===== src/rtl/idli_uart_m.sv =====
// idli UART: full-duplex serial port, LSB-first framing without parity,
// with a FIFO and a byte-level valid/ready stream in each direction.
module idli_uart_m #(
    parameter int CLKS_PER_BIT = 16,
    parameter int DATA_BITS    = 8,
    parameter int STOP_BITS    = 1,
    parameter int FIFO_DEPTH   = 4
) (
    input  logic                 i_uart_gck,
    input  logic                 i_uart_rst_n,
    input  logic [DATA_BITS-1:0] i_uart_tx_data,
    input  logic                 i_uart_tx_vld,
    output logic                 o_uart_tx_rdy,
    output logic [DATA_BITS-1:0] o_uart_rx_data,
    output logic                 o_uart_rx_vld,
    input  logic                 i_uart_rx_rdy,
    output logic                 o_uart_rx_overflow,
    output logic                 o_uart_rx_frame_err,
    input  logic                 i_uart_rx,
    output logic                 o_uart_tx
);
    localparam int CNT_W = $clog2(CLKS_PER_BIT * 2);
    localparam int ADR_W = $clog2(FIFO_DEPTH);
    localparam int PTR_W = ADR_W + 1;
    localparam int IDX_W = $clog2(DATA_BITS);

    localparam logic [CNT_W-1:0] BIT_LAST  = CNT_W'(CLKS_PER_BIT - 1);
    localparam logic [CNT_W-1:0] HALF_LAST = CNT_W'(CLKS_PER_BIT / 2 - 1);
    localparam logic [CNT_W-1:0] STOP_LAST = CNT_W'(CLKS_PER_BIT * STOP_BITS - 1);
    localparam logic [IDX_W-1:0] IDX_LAST  = IDX_W'(DATA_BITS - 1);

    typedef enum logic [1:0] {ST_IDLE, ST_START, ST_DATA, ST_STOP} state_t;

    logic [DATA_BITS-1:0] tx_mem [FIFO_DEPTH];
    logic [PTR_W-1:0]     tx_wr;
    logic [PTR_W-1:0]     tx_rd;
    logic                 tx_full;
    logic                 tx_empty;
    logic                 tx_push;
    logic                 tx_pop;

    assign tx_empty = tx_wr == tx_rd;
    assign tx_full  = (tx_wr[ADR_W] != tx_rd[ADR_W]) &&
                      (tx_wr[ADR_W-1:0] == tx_rd[ADR_W-1:0]);
    assign tx_push  = i_uart_tx_vld && !tx_full;
    assign o_uart_tx_rdy = !tx_full;

    always_ff @(posedge i_uart_gck) begin
        if (!i_uart_rst_n) begin
            tx_wr <= '0;
            tx_rd <= '0;
        end else begin
            if (tx_push) tx_wr <= tx_wr + 1'b1;
            if (tx_pop)  tx_rd <= tx_rd + 1'b1;
        end
    end

    always_ff @(posedge i_uart_gck) begin
        if (tx_push) tx_mem[tx_wr[ADR_W-1:0]] <= i_uart_tx_data;
    end

    state_t               tx_state;
    state_t               tx_state_nxt;
    logic [CNT_W-1:0]     tx_cnt;
    logic [CNT_W-1:0]     tx_cnt_nxt;
    logic [DATA_BITS-1:0] tx_shift;
    logic [DATA_BITS-1:0] tx_shift_nxt;
    logic [IDX_W-1:0]     tx_idx;
    logic [IDX_W-1:0]     tx_idx_nxt;
    logic                 tx_line;
    logic                 tx_line_nxt;
    logic                 tx_load;

    always_ff @(posedge i_uart_gck) begin
        if (!i_uart_rst_n) begin
            tx_state <= ST_IDLE;
            tx_cnt   <= '0;
            tx_shift <= '0;
            tx_idx   <= '0;
            tx_line  <= 1'b1;
        end else begin
            tx_state <= tx_state_nxt;
            tx_cnt   <= tx_cnt_nxt;
            tx_shift <= tx_shift_nxt;
            tx_idx   <= tx_idx_nxt;
            tx_line  <= tx_line_nxt;
        end
    end

    // Line level is computed from the next state so the start bit
    // appears on the very edge that pops the FIFO.
    always_comb begin
        tx_state_nxt = tx_state;
        tx_cnt_nxt   = tx_cnt;
        tx_shift_nxt = tx_shift;
        tx_idx_nxt   = tx_idx;
        tx_line_nxt  = tx_line;
        tx_load      = 1'b0;
        unique case (tx_state)
            ST_IDLE: begin
                tx_line_nxt = 1'b1;
                if (!tx_empty) tx_load = 1'b1;
            end
            ST_START: begin
                if (tx_cnt == '0) begin
                    tx_state_nxt = ST_DATA;
                    tx_cnt_nxt   = BIT_LAST;
                    tx_line_nxt  = tx_shift[0];
                    tx_shift_nxt = tx_shift >> 1;
                    tx_idx_nxt   = '0;
                end else begin
                    tx_cnt_nxt = tx_cnt - 1'b1;
                end
            end
            ST_DATA: begin
                if (tx_cnt != '0) begin
                    tx_cnt_nxt = tx_cnt - 1'b1;
                end else if (tx_idx == IDX_LAST) begin
                    tx_state_nxt = ST_STOP;
                    tx_cnt_nxt   = STOP_LAST;
                    tx_line_nxt  = 1'b1;
                end else begin
                    tx_idx_nxt   = tx_idx + 1'b1;
                    tx_cnt_nxt   = BIT_LAST;
                    tx_line_nxt  = tx_shift[0];
                    tx_shift_nxt = tx_shift >> 1;
                end
            end
            ST_STOP: begin
                if (tx_cnt != '0) begin
                    tx_cnt_nxt = tx_cnt - 1'b1;
                end else if (!tx_empty) begin
                    tx_load = 1'b1;
                end else begin
                    tx_state_nxt = ST_IDLE;
                end
            end
        endcase
        if (tx_load) begin
            tx_state_nxt = ST_START;
            tx_cnt_nxt   = BIT_LAST;
            tx_shift_nxt = tx_mem[tx_rd[ADR_W-1:0]];
            tx_line_nxt  = 1'b0;
        end
    end

    assign tx_pop    = tx_load;
    assign o_uart_tx = tx_line;

    logic [1:0] rx_sync;
    logic       rx_prev;
    logic       rx_s;

    assign rx_s = rx_sync[1];

    always_ff @(posedge i_uart_gck) begin
        if (!i_uart_rst_n) begin
            rx_sync <= 2'b11;
            rx_prev <= 1'b1;
        end else begin
            rx_sync <= {rx_sync[0], i_uart_rx};
            rx_prev <= rx_sync[1];
        end
    end

    logic [DATA_BITS-1:0] rx_mem [FIFO_DEPTH];
    logic [PTR_W-1:0]     rx_wr;
    logic [PTR_W-1:0]     rx_rd;
    logic                 rx_full;
    logic                 rx_push;
    logic                 rx_pop;

    assign rx_full = (rx_wr[ADR_W] != rx_rd[ADR_W]) &&
                     (rx_wr[ADR_W-1:0] == rx_rd[ADR_W-1:0]);
    assign o_uart_rx_vld  = rx_wr != rx_rd;
    assign o_uart_rx_data = rx_mem[rx_rd[ADR_W-1:0]];
    assign rx_pop = o_uart_rx_vld && i_uart_rx_rdy;

    state_t               rx_state;
    state_t               rx_state_nxt;
    logic [CNT_W-1:0]     rx_cnt;
    logic [CNT_W-1:0]     rx_cnt_nxt;
    logic [DATA_BITS-1:0] rx_shift;
    logic [DATA_BITS-1:0] rx_shift_nxt;
    logic [IDX_W-1:0]     rx_idx;
    logic [IDX_W-1:0]     rx_idx_nxt;
    logic                 ovf_nxt;
    logic                 ferr_nxt;

    always_ff @(posedge i_uart_gck) begin
        if (!i_uart_rst_n) begin
            rx_wr <= '0;
            rx_rd <= '0;
        end else begin
            if (rx_push) rx_wr <= rx_wr + 1'b1;
            if (rx_pop)  rx_rd <= rx_rd + 1'b1;
        end
    end

    always_ff @(posedge i_uart_gck) begin
        if (rx_push) rx_mem[rx_wr[ADR_W-1:0]] <= rx_shift;
    end

    always_ff @(posedge i_uart_gck) begin
        if (!i_uart_rst_n) begin
            rx_state            <= ST_IDLE;
            rx_cnt              <= '0;
            rx_shift            <= '0;
            rx_idx              <= '0;
            o_uart_rx_overflow  <= 1'b0;
            o_uart_rx_frame_err <= 1'b0;
        end else begin
            rx_state            <= rx_state_nxt;
            rx_cnt              <= rx_cnt_nxt;
            rx_shift            <= rx_shift_nxt;
            rx_idx              <= rx_idx_nxt;
            o_uart_rx_overflow  <= ovf_nxt;
            o_uart_rx_frame_err <= ferr_nxt;
        end
    end

    // Leaving STOP at the mid-bit sample keeps half a bit of margin
    // to catch a start edge that immediately follows.
    always_comb begin
        rx_state_nxt = rx_state;
        rx_cnt_nxt   = rx_cnt;
        rx_shift_nxt = rx_shift;
        rx_idx_nxt   = rx_idx;
        rx_push      = 1'b0;
        ovf_nxt      = 1'b0;
        ferr_nxt     = 1'b0;
        unique case (rx_state)
            ST_IDLE: begin
                if (rx_prev && !rx_s) begin
                    rx_state_nxt = ST_START;
                    rx_cnt_nxt   = HALF_LAST;
                end
            end
            ST_START: begin
                if (rx_cnt != '0) begin
                    rx_cnt_nxt = rx_cnt - 1'b1;
                end else if (rx_s) begin
                    rx_state_nxt = ST_IDLE;
                end else begin
                    rx_state_nxt = ST_DATA;
                    rx_cnt_nxt   = BIT_LAST;
                    rx_idx_nxt   = '0;
                end
            end
            ST_DATA: begin
                if (rx_cnt != '0) begin
                    rx_cnt_nxt = rx_cnt - 1'b1;
                end else begin
                    rx_shift_nxt = {rx_s, rx_shift[DATA_BITS-1:1]};
                    rx_cnt_nxt   = BIT_LAST;
                    if (rx_idx == IDX_LAST) rx_state_nxt = ST_STOP;
                    else                    rx_idx_nxt   = rx_idx + 1'b1;
                end
            end
            ST_STOP: begin
                if (rx_cnt != '0) begin
                    rx_cnt_nxt = rx_cnt - 1'b1;
                end else begin
                    rx_state_nxt = ST_IDLE;
                    if (!rx_s)                     ferr_nxt = 1'b1;
                    else if (rx_full && !rx_pop)   ovf_nxt  = 1'b1;
                    else                           rx_push  = 1'b1;
                end
            end
        endcase
    end
endmodule


===== config.mk =====
export PLATFORM = sky130hd
export DESIGN_NAME = idli_uart_m
export DESIGN_NICKNAME = d
export VERILOG_FILES = /design/src/rtl/idli_uart_m.sv
export SDC_FILE = /design/constraint.sdc
export NUM_CORES = 1
export LEC_CHECK = 0
export ABC_AREA = 1
export CORE_ASPECT_RATIO = 1.4
export CORE_MARGIN = 3
export CORE_UTILIZATION = 50
export DETAILED_ROUTE_END_ITERATION = 12
export GPL_TIMING_DRIVEN = 0
export PLACE_DENSITY_LB_ADDON = 0.08
export SLEW_MARGIN = 5
export SYNTH_ARGS = -nofsm -noshare
export SYNTH_HDL_FRONTEND = slang
export SYNTH_SLANG_ARGS = --single-unit

===== constraint.sdc =====
create_clock -name i_uart_gck -period 2.1 [get_ports i_uart_gck]
set_input_delay 0.315 -clock i_uart_gck [delete_from_list [all_inputs] [get_ports i_uart_gck]]
set_output_delay 0.315 -clock i_uart_gck [all_outputs]
set_load 0.005 [all_outputs]

# Yosys cells after proc, flatten, opt, wreduce, memory -nomap -nowiden
# Memory sizes are Yosys's and may differ from the RTL's. A register that Yosys moved wholly into a read port is not among the register bits.
# Index checks and enable logic that the tools add are counted.
# totals
register_bits,54
mem_bits_rw,64
inputBits,13
output_inout_bits,13
word_cells,165
memories,2
# classes
n_addsub,8
n_eq_ne,37
n_mux,61
n_bitwise,4
n_reduce_logical,34
# mem_list
name,words,word_bits,read_ports,rd_ports_with_merged_regs,wr,line,source
rx_mem,4,8,1,1,1,166,logic [DATA_BITS-1:0] rx_mem [FIFO_DEPTH];
tx_mem,4,8,1,1,1,34,logic [DATA_BITS-1:0] tx_mem [FIFO_DEPTH];
# ops
cell,count
$mux 5,8
$mux 8,4
$mux 2,15
$ne 2x2->1 const B,15
$ne 3x3->1 const B,8
$mux 3,7
$pmux 5 s4,1
$add 3x1->3 const B,6
$mux 1,17
$pmux 8 s2,1
$pmux 5 s3,1
$pmux 3 s2,2
$reduce_and 6->1,2
$reduce_and 5->1,2
$reduce_bool 5->1,2
$sub 5x1->5 const B,2
$eq 2x2->1 const B,4
$pmux 2 s4,1
$reduce_and 4->1,2
$reduce_bool 4->1,2
$eq 3x3->1 const B,2
$logic_and 1x1->1,6
$pmux 2 s3,1
$reduce_and 2->1,3
18 further kinds,30

# Longest topological paths before layout
# logic_depth
depth_word,10
mapped_depth,12
ltp_nobuf,12

# Worst setup path after synthesis
# OpenSTA, ideal clock, no wires.
# synth_path
path_type,register to register
start,reg rx_cnt[0]
end,"mem rx_mem[0][0], enable pin"
setup_ps,371
arrival_time_ps,1668
t_required_ps,1729
path_slack_ps,61
stages_incl_launch_ff,9
n_path_buf,0
period_less_slack_ps,2039
path_cell_list,dfxtp_1 -> inv_1 -> ha_1 -> nand2_2 -> nor3_4 -> nand2_4 -> nor2_4 -> nand2_4 -> nor2_1
# synth_via
elab_chain_len,5
# synth_lines
item,line,source
start: declaration,181,logic [CNT_W-1:0] rx_cnt;
start signal: assignment,214,rx_cnt <= rx_cnt_nxt;
$reduce_bool 5->1,261,if (rx_cnt != '0) begin
$mux 1,261,
$mux 1,232,unique case (rx_state)
$mux 1,201,if (rx_push) rx_mem[rx_wr[ADR_W-1:0]] <= rx_shift;
$mux 1 (implied by the code),201,
end: declaration,166,
# No other way between the ends.

# Worst setup path in the final report
# layout_path
start,reg tx_wr[1]
end,out o_uart_tx_rdy
# layout_via
elab_chain_len,3
# layout_lines
item,line,source
start: declaration,35,logic [PTR_W-1:0] tx_wr;
start signal: assignment,53,if (tx_push) tx_wr <= tx_wr + 1'b1;
$eq 2x2->1,44,(tx_wr[ADR_W-1:0] == tx_rd[ADR_W-1:0]);
$logic_and 1x1->1,43,assign tx_full = (tx_wr[ADR_W] != tx_rd[ADR_W]) &&
$logic_not 1->1,46,assign o_uart_tx_rdy = !tx_full;
end: declaration,13,"output logic o_uart_tx_rdy,"
# No other way between the ends.

==> impl_results.md <==
* Status: finished clean
* Hold WC Path Type: reg2reg
* Achievable frequency at 507.9 MHz
* Mapped Avg Cell Area at 9.562 sq um
* CP Capture Type: primary output
* FF-to-FF path depth at 8
* Final number of setup-violating endpoints at 0
* Skew-Pair Late Insertion Delay at 0.41 ns
* FF-to-FF End: rx_mem[3][5]$_DFFE_PP_
* Starting density of the core at 51.65%
* Die ar. at 12,170 sq um
* Post-route setup slack at 0.1309 ns
* Worst path max stage delay at 0.52 ns
* Worst Path Arrival at 1.65 ns
* Drt pass-1 iters at 4
* Routed len/inst at 13.97 um
* Hold Buf Count CTS at 0
* Yosys top cell by area: edfxtp_1
* Io pins at 26
* First-pass GRT wire length at 18,140 um
* Leak at 0.002674 uW
* Crit path launch: tx_wr[1]$_SDFFE_PN0P_
* Period utilisation layout at 93.76%
* Max Cap Viol at 0
* Via count at 3,954
* DRC at 0
* Worst rel slew slack at 54.95%
* CTS buffer count at 17
* Vias in the first global route at 3,993
* VDD IR-drop max at 0.0007899 V
* CTS tree: done
* Area growth syn-to-layout at 20.53%
* CP most frequent cell: nand2_1
* Share of the synthesized area in the top cell type at 35.38%
* Seq/Total Area, Yosys at 56.76%
* Grt ovf at 0
* Bufs on Longest Clock Path at 2
* Worst path cell trace: inv_1 -> nand2_1 -> nand2_1 -> nand4_1 -> clkdlybuf4s50_1
* M2 GR Usage at 38.23%
* Syn Inst Count at 568
* Slowest cell on the critical path: clkdlybuf4s50_1
* Clock share of power at 34.9%
* Unrepaired setup endpoints after global routing: no
* Fin Setup TNS at 0 ns
* Post-synth EDFFs at 64
* Overall Global Routing Usage at 19.49%
* WP data required at 1.78 ns
* Vias per cell at 5.162
* Gpl congestion at 0.7945
* Pre-CTS setup slack at -0.4818 ns
* Fin util at 62.26%
* Net Sw Power at 2665 uW
* Worst Skew at 0.006774 ns
* Initial DRC Count at 115
* Critical path peak fanout at 4
* Main synth FF type: edfxtp_1
* Post-DP HPWL at 7625 um
* Maximum number of pins on one net before global-route repair at 17
* Core Area at 10,520 sq um
* YS warnings at 0
* Post-synthesis cell area at 5431 sq um
* Antenna-violating nets left at 0
* Synth unique cells at 42
* GR peak layer: met2
* Synth cell count leaders: nand2_1, nor2_1, edfxtp_1
* Die X at 94.09 um
* Hold Fails Final Rpt at 0
* Setup Crit Path Kind: reg2out
* Total Wirelength at 10,700 um
* Setup crit end: o_uart_tx_rdy
* Design Power at 8009 uW
* Met1 track utilization from global routing at 18.56%
* Cell Pwr Density at 1223 nW/um^2
* Initial antenna violation count at 0
* Comb pwr share at 29.4%
* Grt met3 use at 5.343%
* Startpoint Class: flop
* Synth top area cells: edfxtp_1, dfxtp_1, nand2_1, ha_1, o21ai_0
* FF-to-FF setup slack at 0.20 ns
* Switching share of power at 33.27%
* I/O Buffers at 25
* Share of cells above drive strength 1 at 11.78%
* NumNets Final at 653
* # diodes at 0
* Worst reg2reg path startpoint: rx_cnt[0]$_SDFFE_PN0P_
* CTS clk-pin slew, worst paths at 0.05 ns
* P_int at 5344 uW
* Clk root buf: clkbuf_16
* Fin crit period at 1.969 ns
* #FFs+latches synth at 122
* Sequential fraction of design power at 35.7%
* Die Ht at 129.3 um
* H-tree depth at 4
* Count leader, synth: nand2_1
* Asr flop ratio synth at 0%
* Worst-margin pin slew at 0.6757 ns
* CTS sink count at 122
* # rows at 44
* Final slew viol count at 0
* Syn Nets at 606
## worst min path at each step
stage | cells after the start | slack, ns | from | to
after global routing | 1 | 0.45 | rx_sync[0]$_SDFF_PN1_ | rx_sync[1]$_SDFF_PN1_
after global placement | 1 | 0.40 | rx_sync[0]$_SDFF_PN1_ | rx_sync[1]$_SDFF_PN1_
after CTS | 1 | 0.43 | rx_sync[0]$_SDFF_PN1_ | rx_sync[1]$_SDFF_PN1_
after detailed placement | 1 | 0.42 | rx_sync[0]$_SDFF_PN1_ | rx_sync[1]$_SDFF_PN1_
after floorplan | 1 | 0.39 | rx_sync[0]$_SDFF_PN1_ | rx_sync[1]$_SDFF_PN1_
final | 1 | 0.42 | rx_sync[0]$_SDFF_PN1_ | rx_sync[1]$_SDFF_PN1_
## routing by layer
layer  up-vias  wire [um]
met2        53       6002
met5         -          0
met1      1854       4145
li1       2023          -
met4         0        251
met3        24        300
## sequential cells by signal (all words and copies together), names as in the netlist, named ones only
register,count
tx_cnt,5
rx_prev,1
tx_mem,32
rx_rd,3
tx_state,2
tx_wr,3
rx_sync,2
tx_rd,3
rx_shift,8
o_uart_rx_overflow,1
rx_cnt,5
rx_mem,32
tx_idx,3
o_uart_rx_frame_err,1
rx_idx,3
rx_wr,3
o_uart_tx,1
rx_state,1
tx_shift,8
## cells by family after synthesis
group / synth area share (%)
fa+ha+maj: 5.759
compound gates: 12.28
xor+xnor: 0.9675
buf+inv: 5.851
mux: 1.106
simple gates: 17.28
flops: 56.76
## placed cells by master, fill, tap and decap left out, types with 4 or more instances in the layout
master	Yosys	final
edfxtp_1	64	64
nand3b_1	5	5
buf_2	5	5
o21ai_0	58	57
inv_2	3	4
nor2_4	1	5
inv_1	63	61
clkbuf_1	8	6
clkbuf_16	0	17
dlymetal6s2s_1	0	9
nor2_1	69	61
o22ai_1	14	14
ha_1	25	25
clkdlybuf4s50_1	0	16
mux2i_1	6	6
a21oi_1	33	32
dfxtp_1	58	56
xor2_1	4	4
nor2_2	1	5
clkinvlp_4	0	4
nand3_1	24	24
clkinv_1	1	4
nand2_1	87	87
o21ai_1	4	5
## repair_timing
action,4_1_cts,5_1_grt
buffers inserted,2,1
endpoints found under the hold margin,0,0
gates cloned,0,0
resized for setup,18,17
setup endpoints to repair,41,66
pin swaps,1,1
## final cells by class
class | instances | area (sq um)
Buffer | 14 | 86.33
Sequential cell | 122 | 3088
Inverter | 67 | 254.0
Multi-Input combinational cell | 365 | 2074
Fill cell | 886 | 3969
Clock inverter | 15 | 150.1
Tap cell | 138 | 172.7
Clock buffer | 17 | 425.4
Timing Repair Buffer | 28 | 295.3
## critical path, delay by kind of cell, from the launching register on
family,cells,cell delay (ns)
buffers and inverters,2,0.62
flip-flops,1,0.38
AND/OR/NAND/NOR,3,0.25
## power groups by stage
stage / clock network [uW] / registers [uW] / logic [uW]
finish: 2790 / 2860 / 2350
global route: 2970 / 2880 / 2700
CTS: 2840 / 2860 / 2370
detailed placement: 0 / 2900 / 2310
global placement: 0 / 2900 / 2270
floorplan: 0 / 2870 / 1770
## stage by stage
| stage | area, sq um | hold WS (ns) | cells |
|---|---|---|---|
| 3_5_place_dp | 5854 | 0.4160 | 731 |
| 2_1_floorplan | 5431 | 0.3925 | 568 |
| 4_1_cts | 6491 | 0.4300 | 765 |
| 6_report | 6546 | 0.4227 | 766 |
| 3_3_place_gp | 5854 | 0.4011 | 731 |
| 5_1_grt | 6546 | 0.4507 | 766 |
No activity file was read; power rests on OpenSTA's default activity.
==> variant (same settings) <==
Register the output `o_uart_rx_overflow` once more, with the module's reset; this adds one clock of latency there. The other outputs are not delayed to match.
--- a/src/rtl/idli_uart_m.sv
+++ b/src/rtl/idli_uart_m.sv
@@ -31,6 +31,8 @@
 
     typedef enum logic [1:0] {ST_IDLE, ST_START, ST_DATA, ST_STOP} state_t;
 
+    logic o_uart_rx_overflow_s0;
+
     logic [DATA_BITS-1:0] tx_mem [FIFO_DEPTH];
     logic [PTR_W-1:0]     tx_wr;
     logic [PTR_W-1:0]     tx_rd;
@@ -207,14 +209,14 @@
             rx_cnt              <= '0;
             rx_shift            <= '0;
             rx_idx              <= '0;
-            o_uart_rx_overflow  <= 1'b0;
+            o_uart_rx_overflow_s0 <= 1'b0;
             o_uart_rx_frame_err <= 1'b0;
         end else begin
             rx_state            <= rx_state_nxt;
             rx_cnt              <= rx_cnt_nxt;
             rx_shift            <= rx_shift_nxt;
             rx_idx              <= rx_idx_nxt;
-            o_uart_rx_overflow  <= ovf_nxt;
+            o_uart_rx_overflow_s0 <= ovf_nxt;
             o_uart_rx_frame_err <= ferr_nxt;
         end
     end
@@ -269,5 +271,13 @@
             end
         endcase
     end
+    always_ff @(posedge i_uart_gck) begin
+        if (!i_uart_rst_n) begin
+            o_uart_rx_overflow <= '0;
+        end else begin
+            o_uart_rx_overflow <= o_uart_rx_overflow_s0;
+        end
+    end
+
 endmodule
 
Check against the original RTL: no difference found for any inputs over 10 cycles, from zero or initial values and one cycle with i_uart_rst_n low; that may be too few to reach the edited logic, so the function may still have changed.
==> variant against the unedited design <==
- hold slack worse by 0.011 ns
- non-clock buffer count is 2 higher
- sequential share of layout area is 0.34 points lower
- critical path depth is 1 lower
- sequential power is 7% higher
- area after synthesis is 0.35% higher
- critical endpoint is now o_uart_rx_vld
- power is 7.4% higher
- worst setup slack worse by 0.073 ns
- final cell count is 3.0% higher
- routed wire length is 2.3% higher
- cell area is 1.5% higher
- first-iteration DRC count is 85% higher
- sequential cell count is 1 higher
==> variant: results <==
group,metric,value,unit
status,run_status,"complete, no violations",
power,max-vdd-ir-drop,0.711,mV
cts,cts.reportedPaths.clkPinSlew,0.05,ns
min_path,hold_path_startpoint,"o_uart_rx_overflow_s0",
final_layout,nNetsFinal,675,
power,power.share.sequential,35.6,%
drt,finalWirelength,11.0,mm
synth,synthDistinctLibCells,35,
synth,netlist_top_cells_count,"nor2_1 (100), nand2_1 (96), inv_1 (65)",
worst_setup_path,worst_setup_path_startpoint,"rx_wr[1]",
synth,seq_area_frac_synth,56.9,%
global_routing,grt_pass1_wl,17.9,mm
placement,post-dp-hpwl,7.41,mm
power,power.share.switching,33.6,%
global_routing,grt_util_all_layers,19.0,%
final_layout,final_layout_size_suffix_gt1_share,12.4,%
drt,vias_per_cell,5.16,
global_routing,globalRouteMet3Util,4.70,%
drt,first_iter_violations,213,
worst_setup_path,worstReg2RegStart,"tx_wr[1]",
worst_setup_path,timing.critical_path.slowest_cell_delay,0.45,ns
sta,worst_slew_pin_slew,0.876,ns
placement,area_post_placement,5870,um^2
global_routing,first_global_vias,3897,
sta,post_route_skew,0.00865,ns
global_routing,globalRouteMet1Util,20.8,%
worst_setup_path,arrival,1.73,ns
worst_setup_path,cp_max_fo,6,
synth,synth_area_leaders,"edfxtp_1 (35%), dfxtp_1 (22%), nor2_1 (6.9%), nand2_1 (6.6%), ha_1 (5.5%)",
placement,finalWeightedCongestion,0.888,
## variant: changes by cell type after synthesis, sizes merged, moves of 4 or more
cell   delta
mux2i     -6
a21oi     +4
o21ai    -11
nor2     +30
nand2    +11
## variant: power by group through the flow
stage | registers, uW | logic, uW | clock network [uW]
after global routing | 3100 | 2890 | 3150
after detailed placement | 3100 | 2520 | 0
after CTS | 3060 | 2560 | 3040
after floorplan | 3030 | 1880 | 0
final | 3060 | 2550 | 2990
after global placement | 3090 | 2460 | 0
## variant: final timing paths
check	cells after the start	to	slack (ns)
worst max-delay path	4	o_uart_rx_vld	0.06
worst min-delay path	2	o_uart_rx_overflow	0.41
worst max register to register	7	tx_mem[3][5]	0.16
worst min register to register	2	o_uart_rx_overflow	0.41
## variant: per-layer routing
metal  wire length, um  part of all wire (%)  vias up
li1                  -                     -     2079
met1              4380                    40     1888
met2              5840                    53       82
met3               466                   4.3       25
met4               264                   2.4        0
met5                 0                     0        -
## variant: tightest hold or removal path: stages (launching register included)
cell and delay [ns]:
dfxtp_1 0.30, nand2_1 0.04, inv_1 0.04
## variant: layout make-up
cell class	instances	area, um^2
tap	138	173
sequential	123	3110
clock buffer	17	425
clock inverter	15	186
multi-input combinational	383	2040
inverter	69	264
buffer	14	114
timing repair buffer	30	330
fill	880	3870
## variant: cell families after synthesis
family | after synthesis | share of synthesized area [%]
fa+ha+maj | 24 | 5.51
simple gates | 241 | 18.8
flops | 123 | 56.9
xor+xnor | 6 | 0.964
buf+inv | 83 | 6.52
compound gates | 112 | 11.2
## variant: stage by stage
step	setup WS (ns)	utilization, %	cells	hold WS (ns)	total power (uW)
floorplan	0.118	-	589	0.390	4920
global placement	-0.340	55.9	752	0.406	5560
detailed placement	-0.393	55.9	752	0.404	5620
CTS	0.00295	62.9	789	0.418	8660
global route	-0.0212	63.2	789	0.431	9140
finish	0.0578	63.2	789	0.411	8600
## variant: what timing repair did
item	CTS	global route
resized for setup	27	10
buffers inserted	5	0
endpoints found under the setup margin	41	45
pin swaps	3	1
